[config.mk]
export PLATFORM = sky130hd
export DESIGN_NAME = bist_fail_logger
export DESIGN_NICKNAME = d
export VERILOG_FILES = /design/src/rtl/bist_pkg.sv /design/src/rtl/bist_fail_fifo.sv /design/src/rtl/bist_fail_logger.sv
export SDC_FILE = /design/constraint.sdc
export NUM_CORES = 1
export LEC_CHECK = 0
export CAP_MARGIN = 15
export CORE_MARGIN = 4
export CORE_UTILIZATION = 45
export DETAILED_ROUTE_END_ITERATION = 7
export GPL_ROUTABILITY_DRIVEN = 0
export PLACE_DENSITY_LB_ADDON = 0.3
export SKIP_CTS_REPAIR_TIMING = 1
export SYNTH_ARGS = -nofsm -noshare
export SYNTH_HDL_FRONTEND = slang
export SYNTH_SLANG_ARGS = --single-unit
[constraint.sdc]
create_clock -name clk -period 4.3 [get_ports clk]
set_input_delay 0.645 -clock clk [delete_from_list [all_inputs] [get_ports clk]]
set_output_delay 0.645 -clock clk [all_outputs]
set_load 0.005 [all_outputs]
[src/rtl/bist_pkg.sv]
// Shared types and helpers for the BIST miscompare logger.
// Latency: n/a (declarations only).
// Backpressure: n/a.
package bist_pkg;

    // Controller state encoding
    localparam logic [1:0] S_IDLE    = 2'd0;
    localparam logic [1:0] S_CAPTURE = 2'd1;
    localparam logic [1:0] S_DRAIN   = 2'd2;
    localparam logic [1:0] S_DONE    = 2'd3;

    typedef enum logic [1:0] {
        ST_IDLE    = S_IDLE,
        ST_CAPTURE = S_CAPTURE,
        ST_DRAIN   = S_DRAIN,
        ST_DONE    = S_DONE
    } state_t;

    // Default geometry of the logged entry {addr, elem, syndrome}
    localparam int ADDR_W_DEF = 8;
    localparam int ELEM_W_DEF = 3;
    localparam int DATA_W_DEF = 8;

    function automatic int log_entry_w(input int addr_w, input int elem_w, input int data_w);
        return addr_w + elem_w + data_w;
    endfunction

    localparam int LOG_W_DEF = ADDR_W_DEF + ELEM_W_DEF + DATA_W_DEF;

endpackage

[src/rtl/bist_fail_fifo.sv]
// Synchronous FIFO holding logged miscompare entries; clear empties it in one cycle.
// Latency: push at edge N is visible at pop_dat after edge N; pop_dat is the registered head.
// Backpressure: push while full is dropped unless a pop happens in the same cycle.
module bist_fail_fifo #(
    parameter int WIDTH = 19,
    parameter int DEPTH = 8
) (
    input  logic                     clk,
    input  logic                     rst_n,
    input  logic                     clear,
    input  logic                     push,
    input  logic [WIDTH-1:0]         push_dat,
    input  logic                     pop,
    output logic [WIDTH-1:0]         pop_dat,
    output logic                     full,
    output logic                     empty,
    output logic [$clog2(DEPTH):0]   count
);
    localparam int PTR_W = $clog2(DEPTH);
    localparam logic [PTR_W:0] FULL_CNT = (PTR_W+1)'(DEPTH);

    logic [WIDTH-1:0] mem [DEPTH];
    logic [PTR_W-1:0] wr_ptr;
    logic [PTR_W-1:0] rd_ptr;
    logic             do_push;
    logic             do_pop;

    assign empty   = (count == '0);
    assign full    = (count == FULL_CNT);
    assign do_pop  = pop & ~empty;
    // A pop frees the slot this cycle, so a full FIFO can still take the push.
    assign do_push = push & (~full | do_pop);
    assign pop_dat = mem[rd_ptr];

    // Pointers wrap naturally (DEPTH is a power of 2); occupancy tells full from empty.
    always_ff @(posedge clk) begin
        if (!rst_n || clear) begin
            wr_ptr <= '0;
            rd_ptr <= '0;
            count  <= '0;
        end else begin
            if (do_push) wr_ptr <= wr_ptr + 1'b1;
            if (do_pop)  rd_ptr <= rd_ptr + 1'b1;
            case ({do_push, do_pop})
                2'b10:   count <= count + 1'b1;
                2'b01:   count <= count - 1'b1;
                default: count <= count;
            endcase
        end
    end

    // Storage array; contents behind the pointers are don't-care, so no reset.
    always_ff @(posedge clk) begin
        if (do_push) mem[wr_ptr] <= push_dat;
    end

endmodule

[src/rtl/bist_fail_logger.sv]
// Logs BIST miscompares {addr, elem, exp^act} into a FIFO and tracks run status flags.
// Latency: a miscompare at edge N shows on log_*/fail_count/bist_fail after edge N.
// Backpressure: host stalls with log_ready=0; when the log is full further fails are counted but dropped.
module bist_fail_logger
    import bist_pkg::*;
#(
    parameter int ADDR_W = 8,
    parameter int DATA_W = 8,
    parameter int ELEM_W = 3,
    parameter int DEPTH  = 8,
    parameter int CNT_W  = 16
) (
    input  logic              clk,
    input  logic              rst_n,
    input  logic              start,
    input  logic              cmp_valid,
    input  logic [ADDR_W-1:0] cmp_addr,
    input  logic [ELEM_W-1:0] cmp_elem,
    input  logic [DATA_W-1:0] cmp_exp,
    input  logic [DATA_W-1:0] cmp_act,
    input  logic              bist_done,
    output logic              log_valid,
    input  logic              log_ready,
    output logic [ADDR_W-1:0] log_addr,
    output logic [ELEM_W-1:0] log_elem,
    output logic [DATA_W-1:0] log_syndrome,
    output logic [CNT_W-1:0]  fail_count,
    output logic              log_overflow,
    output logic              bist_fail,
    output logic              report_done
);
    localparam int LOG_W = log_entry_w(ADDR_W, ELEM_W, DATA_W);
    localparam int CNT_FW = $clog2(DEPTH) + 1;

    typedef struct packed {
        logic [ADDR_W-1:0] addr;
        logic [ELEM_W-1:0] elem;
        logic [DATA_W-1:0] syndrome;
    } log_entry_t;

    state_t           state;
    log_entry_t       push_entry;
    log_entry_t       head_entry;
    logic [LOG_W-1:0] head_dat;
    logic             fifo_full;
    logic             fifo_empty;
    logic [CNT_FW-1:0] fifo_count;
    logic             fail;
    logic             pop;
    logic             overflow_evt;
    logic             drain_empty;

    // A start cycle is an abort/clear cycle, so any compare alongside it is ignored.
    assign fail         = (state == ST_CAPTURE) & ~start & cmp_valid & (cmp_exp != cmp_act);
    assign log_valid    = ~fifo_empty & (state != ST_IDLE);
    assign pop          = log_valid & log_ready;
    assign overflow_evt = fail & fifo_full & ~pop;
    // Empty now, or the last entry leaves at this edge.
    assign drain_empty  = fifo_empty | ((fifo_count == CNT_FW'(1)) & pop);

    assign push_entry.addr     = cmp_addr;
    assign push_entry.elem     = cmp_elem;
    assign push_entry.syndrome = cmp_exp ^ cmp_act;

    assign head_entry   = log_entry_t'(head_dat);
    assign log_addr     = log_valid ? head_entry.addr     : '0;
    assign log_elem     = log_valid ? head_entry.elem     : '0;
    assign log_syndrome = log_valid ? head_entry.syndrome : '0;

    bist_fail_fifo #(
        .WIDTH (LOG_W),
        .DEPTH (DEPTH)
    ) u_fifo (
        .clk      (clk),
        .rst_n    (rst_n),
        .clear    (start),
        .push     (fail),
        .push_dat (push_entry),
        .pop      (pop),
        .pop_dat  (head_dat),
        .full     (fifo_full),
        .empty    (fifo_empty),
        .count    (fifo_count)
    );

    // Run controller with registered status outputs.
    always_ff @(posedge clk) begin
        if (!rst_n) begin
            state        <= ST_IDLE;
            fail_count   <= '0;
            bist_fail    <= 1'b0;
            log_overflow <= 1'b0;
            report_done  <= 1'b0;
        end else if (start) begin
            state        <= ST_CAPTURE;
            fail_count   <= '0;
            bist_fail    <= 1'b0;
            log_overflow <= 1'b0;
            report_done  <= 1'b0;
        end else begin
            case (state)
                ST_CAPTURE: begin
                    if (fail) begin
                        bist_fail <= 1'b1;
                        if (fail_count != '1) fail_count <= fail_count + 1'b1;
                    end
                    if (overflow_evt) log_overflow <= 1'b1;
                    if (bist_done)    state <= ST_DRAIN;
                end
                ST_DRAIN: begin
                    if (drain_empty) begin
                        state       <= ST_DONE;
                        report_done <= 1'b1;
                    end
                end
                default: state <= state;
            endcase
        end
    end

endmodule

==> impl_metrics.env <==
export IMPL_synth_top_area_frac=0.6022
export IMPL_antenna_found_initial=0
export IMPL_rsz0062_at_grt="no"
export IMPL_crit_chain="buf_4 > mux4_2 > mux2i_1 > nor2_1 > clkdlybuf4s50_1"
export IMPL_nFillCells=1272
export IMPL_worstPathArrival_ns=2.75
export IMPL_synth_most_common_cell="edfxtp_1"
export IMPL_synthTopCellsByCount="edfxtp_1 (152), nor2_1 (39), mux4_2 (38), dfxtp_1 (34), mux2i_1 (24)"
export IMPL_wl_per_cell_um=19.69
export IMPL_path_class="register to output port"
export IMPL_synth_top_family_by_area="multiplexers"
export IMPL_diodes=0
export IMPL_drtIter0Drc=289
export IMPL_cp_slowest_cell="dfxtp_2"
export IMPL_final_nets=581
export IMPL_grt_max_degree=39
export IMPL_synth_seq_area_share=0.6920
export IMPL_slowest_delay_ns=0.66
export IMPL_peakVddDrop_mv=0.2748
export IMPL_min_path_type="register to register"
export IMPL_routed_wirelength_um=15240
export IMPL_grt_overflow=0
export IMPL_dp_slack_ns=0.6128
export IMPL_io_pins=72
export IMPL_die_w_um=137.8
export IMPL_vias=4260
export IMPL_area_delta_synth_final_pct=21.67
export IMPL_drive_above_1_share=0.1949
export IMPL_fin_crit_sh=0.7886
export IMPL_ys_seq_elements=186
export IMPL_worst_pin_slew_ns=0.9407
export IMPL_power_share_sequential=0.547
export IMPL_p_clk_frac=0.420
export IMPL_max_cap_viol_count=0
export IMPL_switching_share=0.1963
export IMPL_synthCells=454
export IMPL_clk_pin_slew_ns=0.06
export IMPL_synth_largest_area_cell="edfxtp_1"
export IMPL_p_int_mw=2.893
export IMPL_required_ns=3.65
export IMPL_dp_cells=742
export IMPL_max_clock_path_buffers=2
export IMPL_relSlewSlack=0.3720
export IMPL_worst_setup_path_start_kind="register"
export IMPL_drcViolationCount=0
export IMPL_layout_min_cycle_time_ns=3.391
export IMPL_synth_edf_count=152
export IMPL_hold_viol_final=0
export IMPL_antenna_left=0
export IMPL_drv_slew=0
export IMPL_htree_levels=4
export IMPL_synth_compound_area_share=0.03417
export IMPL_leakage_nw=2.882
export IMPL_die_y_um=137.8
export IMPL_portBuffers=71
export IMPL_power_frac_comb=0.033
export IMPL_cts_tree="done"
export IMPL_final_cells=774
export IMPL_finalSetupViolCount=0
export IMPL_start_util=0.4587
export IMPL_insertion_delay_ns=0.43
export IMPL_grt_pass1_vias=4475
export IMPL_synthMuxAreaShare=0.1446
export IMPL_synth_ff_type="edfxtp_1"
export IMPL_synth_area_mm2=0.007580
export IMPL_grt_pass1_wl_um=24350
export IMPL_yosys_area_share_simple=0.08386
export IMPL_synth_xor_area_frac=0.01618
export IMPL_firstDrtPassIters=4
export IMPL_grt_use_total=0.1732
export IMPL_core_area_mm2=0.01652
export IMPL_synthAdderAreaFrac=0.01155
export IMPL_rows=47
export IMPL_fmax_mhz=294.9
export IMPL_ys_types=49
export IMPL_cts_sinks=186
export IMPL_syn_area_per_cell_um2=16.70
export IMPL_dieArea_mm2=0.01898
export IMPL_hold_depth=2
export IMPL_synth_area_leaders="edfxtp_1 (60%), mux4_2 (11%), dfxtp_1 (9.0%)"
export IMPL_dp_hpwl_um=9786
export IMPL_fin_worst_skew_ns=0.008433
export IMPL_powerDensity_mw_per_mm2=390.3
export IMPL_setup_slack_ns=0.9089
export IMPL_cts_root_buf="clkbuf_16"
export IMPL_numCtsBuffers=17
export IMPL_async_flop_share=0
export IMPL_path_max_fanout=15
export IMPL_status="finished, final reports clean"
export IMPL_drt_vias_per_instance=5.504
export IMPL_end_kind="output port"
export IMPL_power_mw=3.600
export IMPL_synth_nets=494
export IMPL_reg2reg_depth=11
export IMPL_fin_hold_ws_ns=0.4828
export IMPL_ys_warn_count=0
export IMPL_p_sw_mw=0.7067
export IMPL_final_setup_tns_ns=0
critical path: cells and delay by family, from the launching register on:
family / cells / cell delay, ns
buf+inv: 2 / 0.85
simple gates: 1 / 0.06
flops: 1 / 0.66
mux: 2 / 0.74
sequential cells by signal (all words and copies together) (netlist names), named ones only:
name / count
bist_fail: 1
fail_count: 16
log_overflow: 1
report_done: 1
state: 2
u_fifo.count: 4
u_fifo.mem: 152
u_fifo.rd_ptr: 3
u_fifo.wr_ptr: 3
power groups by stage:
stage / clock network, mW / logic, mW / registers [mW]
3_3_place_gp: 0 / 0.115 / 2.01
5_1_grt: 1.62 / 0.129 / 1.97
6_report: 1.51 / 0.119 / 1.97
4_1_cts: 1.54 / 0.121 / 1.97
3_5_place_dp: 0 / 0.121 / 2.01
2_1_floorplan: 0 / 0.0524 / 2.00
final cells by class:
| type | instances | area (um^2) | share of cell area |
|---|---|---|---|
| well taps | 220 | 275.3 | 0.02985 |
| repair buffers | 90 | 853.3 | 0.09252 |
| flip-flops and latches | 186 | 5246 | 0.5689 |
| clock buffers | 22 | 495.5 | 0.05372 |
| inverters | 7 | 26.28 | 0.002849 |
| clock inverters | 10 | 86.33 | 0.009361 |
| multi-input cells | 239 | 2240 | 0.2428 |
layout by cell type, fill, tap and decap left out, drive strengths merged, types with 14 or more instances in the layout:
cell type        n
nand2           14
clkbuf          22
dfxtp           34
mux2i           24
buf             19
a21oi           16
edfxtp         152
mux4            38
clkdlybuf4s50   71
nor2            39
layer usage:
metal | part of all wire | track usage
met5 | 0 | 0
met4 | 0.011 | 0.05269
met3 | 0.062 | 0.04054
met2 | 0.51 | 0.2926
met1 | 0.42 | 0.2239
per-stage QoR:
| step | util | area (um^2) |
|---|---|---|
| floorplan | - | 7580 |
| global placement | 0.5229 | 8641 |
| detailed placement | 0.5229 | 8641 |
| CTS | 0.5581 | 9223 |
| global route | 0.5581 | 9223 |
| finish | 0.5581 | 9223 |
cell families after synthesis:
kind of cell | after synthesis
compound gates | 41
xor+xnor | 14
buf+inv | 29
flops | 186
fa+ha+maj | 7
simple gates | 115
mux | 62
path summary, 6_finish.rpt:
kind | startpoint | to | slack, ns
worst max-delay path | register | log_syndrome[5] | 0.91
worst min-delay path | bist_fail | bist_fail | 0.48
worst max register to register | u_fifo.count[1] | u_fifo.count[3] | 1.41
worst min register to register | bist_fail | bist_fail | 0.48
Power figures use the tool's default switching activity.
